$ cat config.mk
export PLATFORM = sky130hd
export DESIGN_NAME = a23_mem_write_splitter
export DESIGN_NICKNAME = d
export VERILOG_FILES = /design/src/rtl/a23_mem_write_splitter.sv
export SDC_FILE = /design/constraint.sdc
export NUM_CORES = 1
export LEC_CHECK = 0
export ABC_CLOCK_PERIOD_IN_PS = 4700
export CORE_MARGIN = 2
export CORE_UTILIZATION = 40
export CTS_CLUSTER_DIAMETER = 80
export CTS_CLUSTER_SIZE = 24
export DETAILED_ROUTE_END_ITERATION = 10
export GPL_TIMING_DRIVEN = 0
export PLACE_DENSITY = 0.8
export SLEW_MARGIN = 20
export SYNTH_ARGS = -nofsm -noshare
export SYNTH_HDL_FRONTEND = slang
export SYNTH_SLANG_ARGS = --single-unit
$ cat constraint.sdc
create_clock -name i_clk -period 4.7 [get_ports i_clk]
set_input_delay 0.705 -clock i_clk [delete_from_list [all_inputs] [get_ports i_clk]]
set_output_delay 0.705 -clock i_clk [all_outputs]
set_load 0.05 [all_outputs]
$ cat src/rtl/a23_mem_write_splitter.sv
// Splits multi-lane core stores into consecutive single-byte memory writes.
// Optional illegal-region write check enabled by defining A23_WSPLIT_ERR_EN.
module a23_mem_write_splitter #(
    parameter int SPLIT_FULL_WORD = 0
) (
    input  logic        i_clk,
    input  logic        i_rst,
    input  logic [31:0] i_address,
    input  logic [31:0] i_write_data,
    input  logic        i_write_en,
    input  logic [3:0]  i_byte_enable,
    output logic        o_stall,
    output logic [31:0] o_read_data,
    output logic [31:0] o_m_address,
    output logic [31:0] o_m_write,
    output logic        o_m_write_en,
    output logic [3:0]  o_m_byte_enable,
`ifdef A23_WSPLIT_ERR_EN
    output logic        o_err,
`endif
    input  logic [31:0] i_m_read
);

    localparam logic ST_IDLE  = 1'b0;
    localparam logic ST_SPLIT = 1'b1;

    logic        state_q, state_d;
    logic [31:0] addr_q, addr_d;
    logic [31:0] data_q, data_d;
    logic [3:0]  mask_q, mask_d;
    logic [3:0]  core_low, split_low;
    logic        is_onehot, is_single;
    logic        illegal;

    function automatic logic [3:0] lowest_lane(input logic [3:0] m);
        return m & (~m + 4'd1);
    endfunction

    function automatic logic [7:0] lane_byte(input logic [31:0] d, input logic [3:0] oh);
        case (oh)
            4'b0001: return d[7:0];
            4'b0010: return d[15:8];
            4'b0100: return d[23:16];
            4'b1000: return d[31:24];
            default: return 8'h00;
        endcase
    endfunction

    assign o_read_data = i_m_read;
    assign core_low    = lowest_lane(i_byte_enable);
    assign split_low   = lowest_lane(mask_q);
    assign is_onehot   = (i_byte_enable != 4'b0000) && ((i_byte_enable & (i_byte_enable - 4'd1)) == 4'b0000);
    assign is_single   = is_onehot || ((i_byte_enable == 4'b1111) && (SPLIT_FULL_WORD == 0));

`ifdef A23_WSPLIT_ERR_EN
    logic err_q;

    assign illegal = (i_address[31:24] == 8'h01) || (i_address[31:24] == 8'h02) ||
                     (i_address[31:24] >= 8'h05);
    assign o_err   = err_q & ~i_rst;

    always_ff @(posedge i_clk) begin
        if (i_rst)
            err_q <= 1'b0;
        else if ((state_q == ST_IDLE) && i_write_en && illegal)
            err_q <= 1'b1;
    end
`else
    assign illegal = 1'b0;
`endif

    always_comb begin
        state_d         = state_q;
        addr_d          = addr_q;
        data_d          = data_q;
        mask_d          = mask_q;
        o_m_address     = i_address;
        o_m_write       = i_write_data;
        o_m_write_en    = i_write_en;
        o_m_byte_enable = i_byte_enable;
        o_stall         = 1'b0;

        if (state_q == ST_SPLIT) begin
            o_m_address     = addr_q;
            o_m_write       = {24'h0, lane_byte(data_q, split_low)};
            o_m_write_en    = 1'b1;
            o_m_byte_enable = split_low;
            mask_d          = mask_q & ~split_low;
            o_stall         = (mask_d != 4'b0000);
            if (mask_d == 4'b0000)
                state_d = ST_IDLE;
        end else if (i_write_en) begin
            if (illegal || (i_byte_enable == 4'b0000)) begin
                o_m_write_en = 1'b0;
            end else if (is_single) begin
                if (is_onehot)
                    o_m_write = {24'h0, lane_byte(i_write_data, i_byte_enable)};
            end else begin
                // First lane goes out now; the rest are replayed from latched copies.
                o_m_write       = {24'h0, lane_byte(i_write_data, core_low)};
                o_m_byte_enable = core_low;
                o_stall         = 1'b1;
                addr_d          = i_address;
                data_d          = i_write_data;
                mask_d          = i_byte_enable & ~core_low;
                state_d         = ST_SPLIT;
            end
        end

        if (i_rst) begin
            o_m_write_en = 1'b0;
            o_stall      = 1'b0;
        end
    end

    always_ff @(posedge i_clk) begin
        if (i_rst) begin
            state_q <= ST_IDLE;
            addr_q  <= '0;
            data_q  <= '0;
            mask_q  <= '0;
        end else begin
            state_q <= state_d;
            addr_q  <= addr_d;
            data_q  <= data_d;
            mask_q  <= mask_d;
        end
    end

endmodule

# Yosys cells after proc, flatten, opt, wreduce, memory -nomap -nowiden
# Cells that the tools add are included.
# op_classes
addsub	3
n_eq_ne	15
mux	28
n_reduce_logical	10
bitwise	12
# ops
op	n
$mux 32	6
$pmux 8 s4	3
$mux 4	8
$and 4x4->4	5
$eq 4x4->1 const B	4
$not 4->4	4
$eq 4x1->1 const B	3
$eq 4x2->1 const B	3
$eq 4x3->1 const B	3
$logic_not 4->1	3
$mux 1	11
$add 4x1->4 const B	2
$reduce_bool 4->1	2
$ne 2x2->1 const B	2
$reduce_and 4->1	1
$sub 4x1->4 const B	1
$not 1->1	3
$reduce_and 3->1	1
$reduce_bool 2->1	1
$logic_and 1x1->1	1
$logic_or 1x1->1	1
# word_totals
in_bits	103
word_cells	72
regBits	69

# Depth between registers and ports, before layout
# Gate-level depths: netlist (run 1).
# logic_depth
depth_word	10
ltp_mapped	9

# Worst setup path before layout (run 1)
# OpenSTA, ideal clock, no wires.
# synth_path
path_type	input to output
start	input port i_byte_enable[0]
end	output port o_m_write[7]
t_required_ns	3.995
path_slack_ns	0.677
arrival_time_ns	3.318
cell_stages	7
path_buffers	2
path_cell_list	buf_6 nor2b_1 buf_6 o21a_4 o31ai_4 a211oi_1 o41ai_1
# synth_between
elab_chain_cells	9
word_cells_on_any_way	26
classes_between	add/sub (2); eq/ne (9); mux (7); bitwise (3); reduce/logical (5)
# synth_rtl
element	line_no	source
start, declared	11	input logic [3:0] i_byte_enable,
$not 4->4 or $sub 4x1->4 (tied branches)	36, 52	
$add 4x1->4 or $and 4x4->4 (tied branches)	36, 52	
$and 4x4->4 or $logic_not 4->1 (tied branches)	36, 52	
$eq 4x4->1, or another cell as far along	40	case (oh)
$pmux 8 s4, or another cell as far along	40	
$mux 32	95	end else if (is_single) begin
$mux 32 *	93	if (illegal || (i_byte_enable == 4'b0000)) begin
$mux 32 *	92	end else if (i_write_en) begin
$mux 32 *	83	if (state_q == ST_SPLIT) begin
end, declared	15	output logic [31:0] o_m_write,
# Mark *: on every way between the ends. The rest lies on a longest branch, timed or not.

# Worst setup path after layout (run 1)
# layout_path
start	input port i_byte_enable[1]
end	output port o_m_write[25]
# layout_between
elab_chain_cells	9
word_cells_on_any_way	13
classes_between	add/sub (1); eq/ne (1); mux (5); bitwise (1); reduce/logical (5)
# layout_rtl
element	line_no	source
$sub 4x1->4	52	assign is_onehot = (i_byte_enable != 4'b0000) && ((i_byte_enable & (i_byte_enable - 4'd1)) == 4'b0000);
$and 4x4->4	52	
$logic_not 4->1	52	
$logic_and 1x1->1	52	
$mux 32 or $logic_or 1x1->1 (tied branches)	96, 53	
$mux 32	95	
$mux 32 *	93	
$mux 32 *	92	
$mux 32 *	83	
# Marks and branches as above.

==> flow_summary.toml, run 1 <==
[sta]
fin_ws_ns = 0.300
hold_viol_final = 0
period_needed_ns = 4.40
clock_skew_ns = 0.00507
worstMarginPinSlew_ns = 0.767
maxSlewHeadroom_pct = 48.9
rsz0062_at_grt = "false"
setup_viol = 0
period_share_pct = 93.6
fmax_ghz = 0.227
setup-tns-final_ns = 0
slew_violations = 0

[synthesis]
synth.top_cells.by_count = "nand2_1, a21oi_1, dfxtp_1"
syn_nets = 646
synth_top_area_share_pct = 29.4
synth_xor_area_share_pct = 0.215
avgSynthCellArea_um2 = 7.52
synthFlopType = "dfxtp_1"
synth.area.mux_share_pct = 8.83
syn_inst = 543
synth_compound_area_share_pct = 24.7
synth_top_family_by_area = "compound AO/OA/AOI/OAI gates"
synth_top_area_cell = "dfxtp_1"
ys_ff_latch = 60
synth_area_leaders = "dfxtp_1, nand2_1, mux2_2"
synthSimpleGateAreaFrac_pct = 24.1
synth.most_common_cell = "nand2_1"
async_flop_share_pct = 0
ys_warn_count = 0
syn-cell-area_um2 = 4080
yosysSeqAreaShare_pct = 29.4
yosysUniqueCellTypes = 41
synthAdderAreaFrac_pct = 0.521
synth-edff-count = 0

[worst_hold_path]
hold_start = "addr_q[26]"
hp-class = "reg2reg"
whs_endpoint = "addr_q[26]"
min_path_cells = 2

[setup_path]
rr_startpoint = "state_q"
crit_path_end_kind = "primary output"
r2r_slack_ns = 2.81
path_cells = "clkdlybuf4s50_1, buf_6, nor2_2, nand2_1, a31oi_1, clkbuf_1, and2_1, clkdlybuf4s50_1"
cp_common_cell = "clkdlybuf4s50_1"
start_kind = "primary input"
crit_slowest_cell = "clkdlybuf4s50_1"
criticalPathCategory = "in2out"
crit_required_ns = 3.99
cp_top_family = "buffers and inverters"
crit_arrival_ns = 3.69
worst_r2r_path_depth = 4
critPathMaxStageDelay_ns = 0.83
critPathMaxFanout = 10
r2r_end = "mask_q[2]"
path_buf_inv = 4

[grt]
antenna_found_initial = 0
grt_max_degree = 11
grt_usage_pct = 24.6
grt_pass1_wl_um = 22100
grt_pass1_vias = 4543
grt_overflow = 0

[cells_and_area]
nNetsFinal = 827
instances_no_fill = 862
diodes = 0
fin_util_pct = 62.8
area_delta_synth_final_pct = 51.1
n_fill_cell = 882
final_layout_size_suffix_gt1_share_pct = 16.0

[route]
wirelength_um = 13900
post_drt_wl_per_cell_um = 16.1
drtIter0Drc = 294
viasPerCell = 5.33
drc = 1
firstDrtPassIters = 10
ant_nets = 0
vias = 4598

[die]
die_w_um = 105
start_util_pct = 41.6
die_area_um2 = 11000
core-area_um2 = 9820
die_h_um = 105
rows = 36
num_io_pins = 205

[clocking]
clk_pin_slew_ns = 0.07
postCtsSetupBuffers = 0
cts.sinks = 60
clkLatencyLatePin_ns = 0.33
cts_tree = "yes"
cts_resized = 0
clockBufferDepth = 2
cts-htree-levels = 3
cts-buffers-inserted = 9
ctsRootBufferMaster = "clkbuf_8"
cts_hold_buf = 0

[power_and_ir_drop]
ir_worst_vdd_uv = 224
finalPower_mw = 1.78
p_leak_nw = 2.23
power_density_nw_per_um2 = 288

[placement]
place_ws_ns = 0.330
hpwl_um = 10700
dpl.cell_count = 846
port_buffers = 170
gp_congestion = 0.886

[status]
status = "finished, violations left"
violations = "design-rule violations"

[run]
drv_cap = 0
sequential cells by signal (all words and copies together) (netlist names):
name,count
addr_q,32
state_q,1
mask_q,3
data_q,24
how the worst max path moves through the flow:
stage / from / endpoint / slack (ns) / cells after the start
floorplan: i_byte_enable[0] / o_m_write[7] / 0.68 / 7
detailed placement: i_byte_enable[1] / o_m_write[13] / 0.33 / 8
CTS: i_byte_enable[1] / o_m_write[25] / 0.32 / 8
finish: i_byte_enable[1] / o_m_write[25] / 0.30 / 8
global route: i_byte_enable[1] / o_m_write[18] / 0.19 / 8
global placement: i_byte_enable[1] / o_m_write[25] / 0.32 / 8
area by class of cell:
type	instances	area [µm²]	share of cell area, %
clock inverter	5	75.1	1.22
buffer	80	493	8.00
timing repair buffer	170	1700	27.6
sequential	60	1200	19.5
multi-input combinational	402	2380	38.7
clock buffer	11	141	2.29
inverter	1	3.75	0.0609
tap	133	166	2.70
cell usage in the layout, fill, tap and decap left out, types with 2 or more instances in the layout:
cell / count
buf_6: 7
o211ai_1: 9
buf_1: 6
buf_2: 13
dfxtp_1: 60
or2_2: 2
nor2b_1: 5
o41ai_2: 7
nand3b_1: 3
a31oi_1: 2
a32oi_1: 8
nand3_1: 7
a22oi_1: 24
mux2_2: 32
nand2b_1: 9
clkbuf_1: 22
bufinv_16: 2
o21ai_0: 24
a211oi_1: 8
nor2_2: 2
a21oi_1: 60
clkinv_2: 3
buf_4: 33
nor2_1: 23
clkdlybuf4s50_1: 170
nand2_1: 136
and2_1: 25
clkbuf_8: 10
metrics by stage:
step / hold WS [ns] / area [µm²]
CTS: 0.454 / 6170
global route: 0.475 / 6170
detailed placement: 0.444 / 5950
floorplan: 0.431 / 4080
global placement: 0.437 / 5950
finish: 0.453 / 6170
routing by layer:
| layer | routed length, µm | global-route usage [%] |
|---|---|---|
| met1 | 5450 | 29.5 |
| met2 | 6580 | 42.0 |
| met3 | 1650 | 6.43 |
| met4 | 181 | 9.24 |
| met5 | 0 | 0 |
cells by family (layout without fill, tap and decap cells):
logic type	Yosys count	count (layout)
xor+xnor	1	1
mux	32	32
buf+inv	81	267
fa+ha+maj	2	2
compound gates	149	149
flops	60	60
simple gates	218	218
worst min-delay path, stage by stage (launching register included):
cell and delay [ns]:
dfxtp_1 0.31, nand2_1 0.05, a21oi_1 0.05
where the power goes:
| part | switching (mW) | internal, mW |
|---|---|---|
| combinational | 0.438 | 0.273 |
| clock | 0.200 | 0.310 |
| sequential | 0.0160 | 0.540 |
Note: power is estimated with default switching activity, not from simulation.
==> inputs of run 2 (changes only) <==
- ABC_CLOCK_PERIOD_IN_PS: 4700 -> 5100
- DONT_BUFFER_PORTS: unset -> 1
- PLACE_DENSITY: 0.8 -> unset
- clock period: 4.7 -> 5.1 ns (I/O delays scaled with it)
==> run 2 against run 1 <==
Compared with the run above:
- the flow now finishes without violations
- die area unchanged
- sequential cell count is the same
- sequential share of layout area up 7.1 points
- largest cell class unchanged
- critical endpoint is now o_m_write[24]
==> flow_summary.toml, run 2 (same netlist as run 1, synthesis figures left out) <==
[status]
status = "complete, no violations"

[setup_path]
cp-startpoint = "i_byte_enable[0]"
crit_path_end_kind = "primary output"
critPathMaxFanout = 10
crit_arrival_ns = 2.82
path_buf_inv = 2
worst-path-stages = 6
worst_r2r_path_depth = 5
r2r_end = "mask_q[3]"
crit_slowest_cell = "a31oi_1"
cp_top_family = "simple AND/OR/NAND/NOR gates"
path_cells = "buf_6, nor2_2, nand2_1, a31oi_1, clkbuf_1, and2_1"
critPathMaxStageDelay_ns = 0.53
crit_required_ns = 4.34
start_kind = "primary input"
endpoint = "o_m_write[24]"
criticalPathCategory = "in2out"
rr_startpoint = "state_q"
r2r_slack_ns = 2.94

[route]
ant_nets = 0
drtIter0Drc = 237
wirelength_um = 12700
viasPerCell = 5.59
firstDrtPassIters = 5
vias = 3874
post_drt_wl_per_cell_um = 18.3
drc = 0

[grt]
grt_usage_pct = 22.6
grt_max_degree = 11
grt_pass1_vias = 3848
antenna_found_initial = 0
grt_overflow = 0
grt_pass1_wl_um = 20000

[die]
rows = 36
die_area_um2 = 11000
start_util_pct = 41.6
core-area_um2 = 9820
num_io_pins = 205
die_h_um = 105
die_w_um = 105

[power_and_ir_drop]
power_density_nw_per_um2 = 310
p_leak_nw = 1.59
ir_worst_vdd_uv = 272

[placement]
gp_congestion = 0.946
hpwl_um = 9780
port_buffers = 0
dpl.cell_count = 677
dpl_cell_area_um2 = 4340

[clocking]
cts-htree-levels = 3
cts-buffers-inserted = 9
cts.sinks = 60
clkLatencyLatePin_ns = 0.33
cts_hold_buf = 0
ctsRootBufferMaster = "clkbuf_8"
cts_tree = "yes"
postCtsSetupBuffers = 0
clk_pin_slew_ns = 0.06
clockBufferDepth = 2
cts_resized = 0

[run]
drv_cap = 0

[sta]
worstMarginPinSlew_ns = 1.14
rsz0062_at_grt = "false"
setup-tns-final_ns = 0
period_needed_ns = 3.58
clock_skew_ns = 0.00446
fmax_ghz = 0.279
period_share_pct = 70.2
hold_viol_final = 0
maxSlewHeadroom_pct = 24.1
setup_viol = 0
slew_violations = 0

[cells_and_area]
final_area_um2 = 4520
diodes = 0
layout_commonest_cell = "nand2_1"
final_layout_size_suffix_gt1_share_pct = 21.3
top_register = "addr_q"
mostFrequentLayoutCells = "nand2_1, a21oi_1, dfxtp_1, buf_4, mux2_2"
area_delta_synth_final_pct = 10.9
instances_no_fill = 693
largest_reg_flops = 32
top_regs = "addr_q (32), data_q (24), mask_q (3)"
n_fill_cell = 1015
nNetsFinal = 658
fin_util_pct = 46.1

[worst_hold_path]
hp-class = "reg2reg"
min_path_cells = 2
[run 2: report_power, final]
part | leakage [nW] | total, mW | switching, mW | internal (mW)
Combinational | 0.998 | 0.489 | 0.367 | 0.123
Sequential | 0.491 | 0.512 | 0.0140 | 0.498
Clock | 0.0996 | 0.401 | 0.180 | 0.221
Total | 1.59 | 1.40 | 0.561 | 0.841
[run 2: metal layers]
layer  routed length (µm)  GRT usage [%]
met2                 5950           37.8
met1                 5350           27.8
met4                  214           9.33
met5                    0              0
met3                 1140           5.36
[run 2: how the worst min path moves through the flow]
stage,slack (ns),endpoint,from
after global placement,0.44,addr_q[0],addr_q[0]
after CTS,0.45,data_q[12],data_q[12]
after detailed placement,0.44,data_q[12],data_q[12]
final,0.45,data_q[8],data_q[8]
after global routing,0.48,addr_q[4],addr_q[4]
after floorplan,0.43,data_q[10],data_q[10]
[run 2: cell type report]
cell class                 instances  area (µm²)  area share (%)
multi-input combinational        402        2470            54.6
sequential                        60        1200            26.5
buffer                            80         493            10.9
tap                              133         166            3.68
clock buffer                      10         128            2.82
clock inverter                     6        55.1            1.22
timing repair buffer               1        7.51           0.166
inverter                           1        3.75          0.0830
[run 2: worst reg2reg max path, delay by kind of cell (launching register included)]
family          cells  cell delay, ns
compound gates      1            0.06
simple gates        2            0.26
buf+inv             2            1.36
flops               1            0.34
[run 2: through the flow]
stage / setup WS, ns / hold slack [ns] / total power [mW]
6_report: 1.52 / 0.451 / 1.40
5_1_grt: 1.35 / 0.475 / 1.47
4_1_cts: 1.49 / 0.453 / 1.41
3_5_place_dp: 1.49 / 0.444 / 1.01
3_3_place_gp: 0.618 / 0.439 / 0.994
2_1_floorplan: 0.957 / 0.431 / 0.940
==> inputs of run 3 (changes only) <==
- ABC_CLOCK_PERIOD_IN_PS: 5100 -> 3100
- clock period: 5.1 -> 3.1 ns (I/O delays scaled with it)
==> run 3 against run 2 <==
Compared with the run above:
- sequential share of layout area barely moved
- worst setup slack got worse by 1.4 ns
- critical path depth did not move
- via count rose by 2.9%
- total power rose by 62%
- worst hold slack got worse by 0.19 ns
- first-iteration DRC count rose by 55%
- global-route usage rose by 0.37 points
- clock power rose by 54%
- sequential cell count did not move
- final area rose by 0.11%
- non-clock buffer count fell by 1
==> flow_summary.toml, run 3 (same netlist as run 1, synthesis figures left out) <==
[cells_and_area]
mostFrequentLayoutCells = "nand2_1, dfxtp_1, a21oi_1, buf_4, mux2_2"
nNetsFinal = 657
diodes = 0
final_layout_size_suffix_gt1_share_pct = 21.9
top_register = "addr_q"
largest_reg_flops = 32
layout_commonest_cell = "nand2_1"
n_fill_cell = 998
area_delta_synth_final_pct = 11.0
instances_no_fill = 691
top_regs = "addr_q (32), data_q (24), mask_q (3)"

[grt]
grt_pass1_wl_um = 19900
antenna_found_initial = 0
grt_pass1_vias = 3775
grt_max_degree = 11
grt_usage_pct = 23.0
grt_overflow = 0

[setup_path]
criticalPathCategory = "in2out"
start_kind = "primary input"
r2r_end = "mask_q[2]"
critPathMaxStageDelay_ns = 0.52
crit_required_ns = 2.63
endpoint = "o_m_write[18]"
cp-startpoint = "i_byte_enable[0]"
critPathMaxFanout = 10
crit_slowest_cell = "and2_1"
rr_startpoint = "state_q"
path_cells = "buf_6, nor2_2, nand2_1, a31oi_2, clkbuf_1, and2_1"
crit_arrival_ns = 2.50
worst_r2r_path_depth = 4
crit_path_end_kind = "primary output"
r2r_slack_ns = 1.28

[clocking]
cts-buffers-inserted = 9
cts-htree-levels = 3
cts_hold_buf = 0
cts.sinks = 60
clkLatencyLatePin_ns = 0.33
postCtsSetupBuffers = 0
clockBufferDepth = 2
ctsRootBufferMaster = "clkbuf_8"
clk_pin_slew_ns = 0.06
cts_tree = "yes"

[worst_hold_path]
hp-class = "in2reg"

[sta]
slew_violations = 0
clock_skew_ns = 0.00319
period_share_pct = 95.7
hold_viol_final = 0
maxSlewHeadroom_pct = 34.7
worstMarginPinSlew_ns = 0.976
period_needed_ns = 2.97
setup_viol = 0
fmax_ghz = 0.337
rsz0062_at_grt = "false"

[placement]
port_buffers = 0
dpl.cell_count = 676
gp_congestion = 0.944
hpwl_um = 9890

[route]
post_drt_wl_per_cell_um = 18.9
viasPerCell = 5.77
ant_nets = 0
vias = 3986
firstDrtPassIters = 4
wirelength_um = 13100
drtIter0Drc = 367
drc = 0

[power_and_ir_drop]
power_density_nw_per_um2 = 501
p_leak_nw = 1.58
finalPower_mw = 2.27
ir_worst_vdd_uv = 301

[die]
num_io_pins = 205
die_w_um = 105
core-area_um2 = 9820
die_area_um2 = 11000
start_util_pct = 41.6
rows = 36
die_h_um = 105

[run]
drv_cap = 0

[status]
status = "complete, no violations"
==> run 3: worst min-delay path by stage <==
| stage | start | slack (ns) | cells after the start | to |
|---|---|---|---|---|
| 6_report | i_address[27] | 0.26 | 2 | addr_q[27] |
| 2_1_floorplan | data_q[10] | 0.43 | 2 | data_q[10] |
| 4_1_cts | i_address[28] | 0.25 | 2 | addr_q[28] |
| 5_1_grt | i_address[10] | 0.25 | 2 | addr_q[10] |
| 3_3_place_gp | data_q[14] | 0.44 | 2 | data_q[14] |
| 3_5_place_dp | data_q[15] | 0.44 | 2 | data_q[15] |
==> run 3: metal layers <==
metal	global-route usage, %	routed length (µm)	vias to the layer above	part of all wire (%)
li1	-	-	1870	-
met1	28.4	5340	1848	41
met2	37.7	6140	247	47
met3	7.30	1400	21	11
met4	7.90	201	0	1.5
met5	0	0	-	0
==> run 3: critical path, delay by kind of cell <==
| family | cells | cell delay, ns |
|---|---|---|
| and+or+nand+nor | 3 | 1.10 |
| buffers and inverters | 2 | 0.57 |
| AOI/OAI and AO/OA | 1 | 0.36 |
==> run 3: stage by stage <==
step	utilization, %	setup WS, ns	cell area (µm²)	TNS, ns	hold slack [ns]
finish	46.1	0.132	4530	0	0.260
global route	46.1	0.0337	4530	0	0.249
CTS	46.0	0.0202	4520	0	0.245
detailed placement	44.3	-0.0170	4350	-0.0420	0.443
global placement	43.3	-0.109	4260	-0.516	0.439
floorplan	-	0.209	4090	0	0.431
==> run 3: layout make-up <==
class | count | area (µm²) | share of cell area [%]
plain buffers | 80 | 494 | 10.9
multi-input cells | 402 | 2490 | 55.1
clock buffers | 13 | 159 | 3.51
clock inverters | 2 | 10.0 | 0.221
inverters | 1 | 3.75 | 0.0829
well taps | 133 | 166 | 3.67
flip-flops and latches | 60 | 1200 | 26.5
==> run 3: what timing repair did <==
action                     in CTS  in global routing
resized for setup               4                  1
hold endpoints to repair        0                  0
setup endpoints to repair       4                 20
==> run 3: where the power goes <==
part / internal (mW) / switching [mW] / total, mW
Combinational: 0.203 / 0.608 / 0.811
Clock: 0.327 / 0.290 / 0.617
Sequential: 0.819 / 0.0241 / 0.843
Total: 1.35 / 0.922 / 2.27
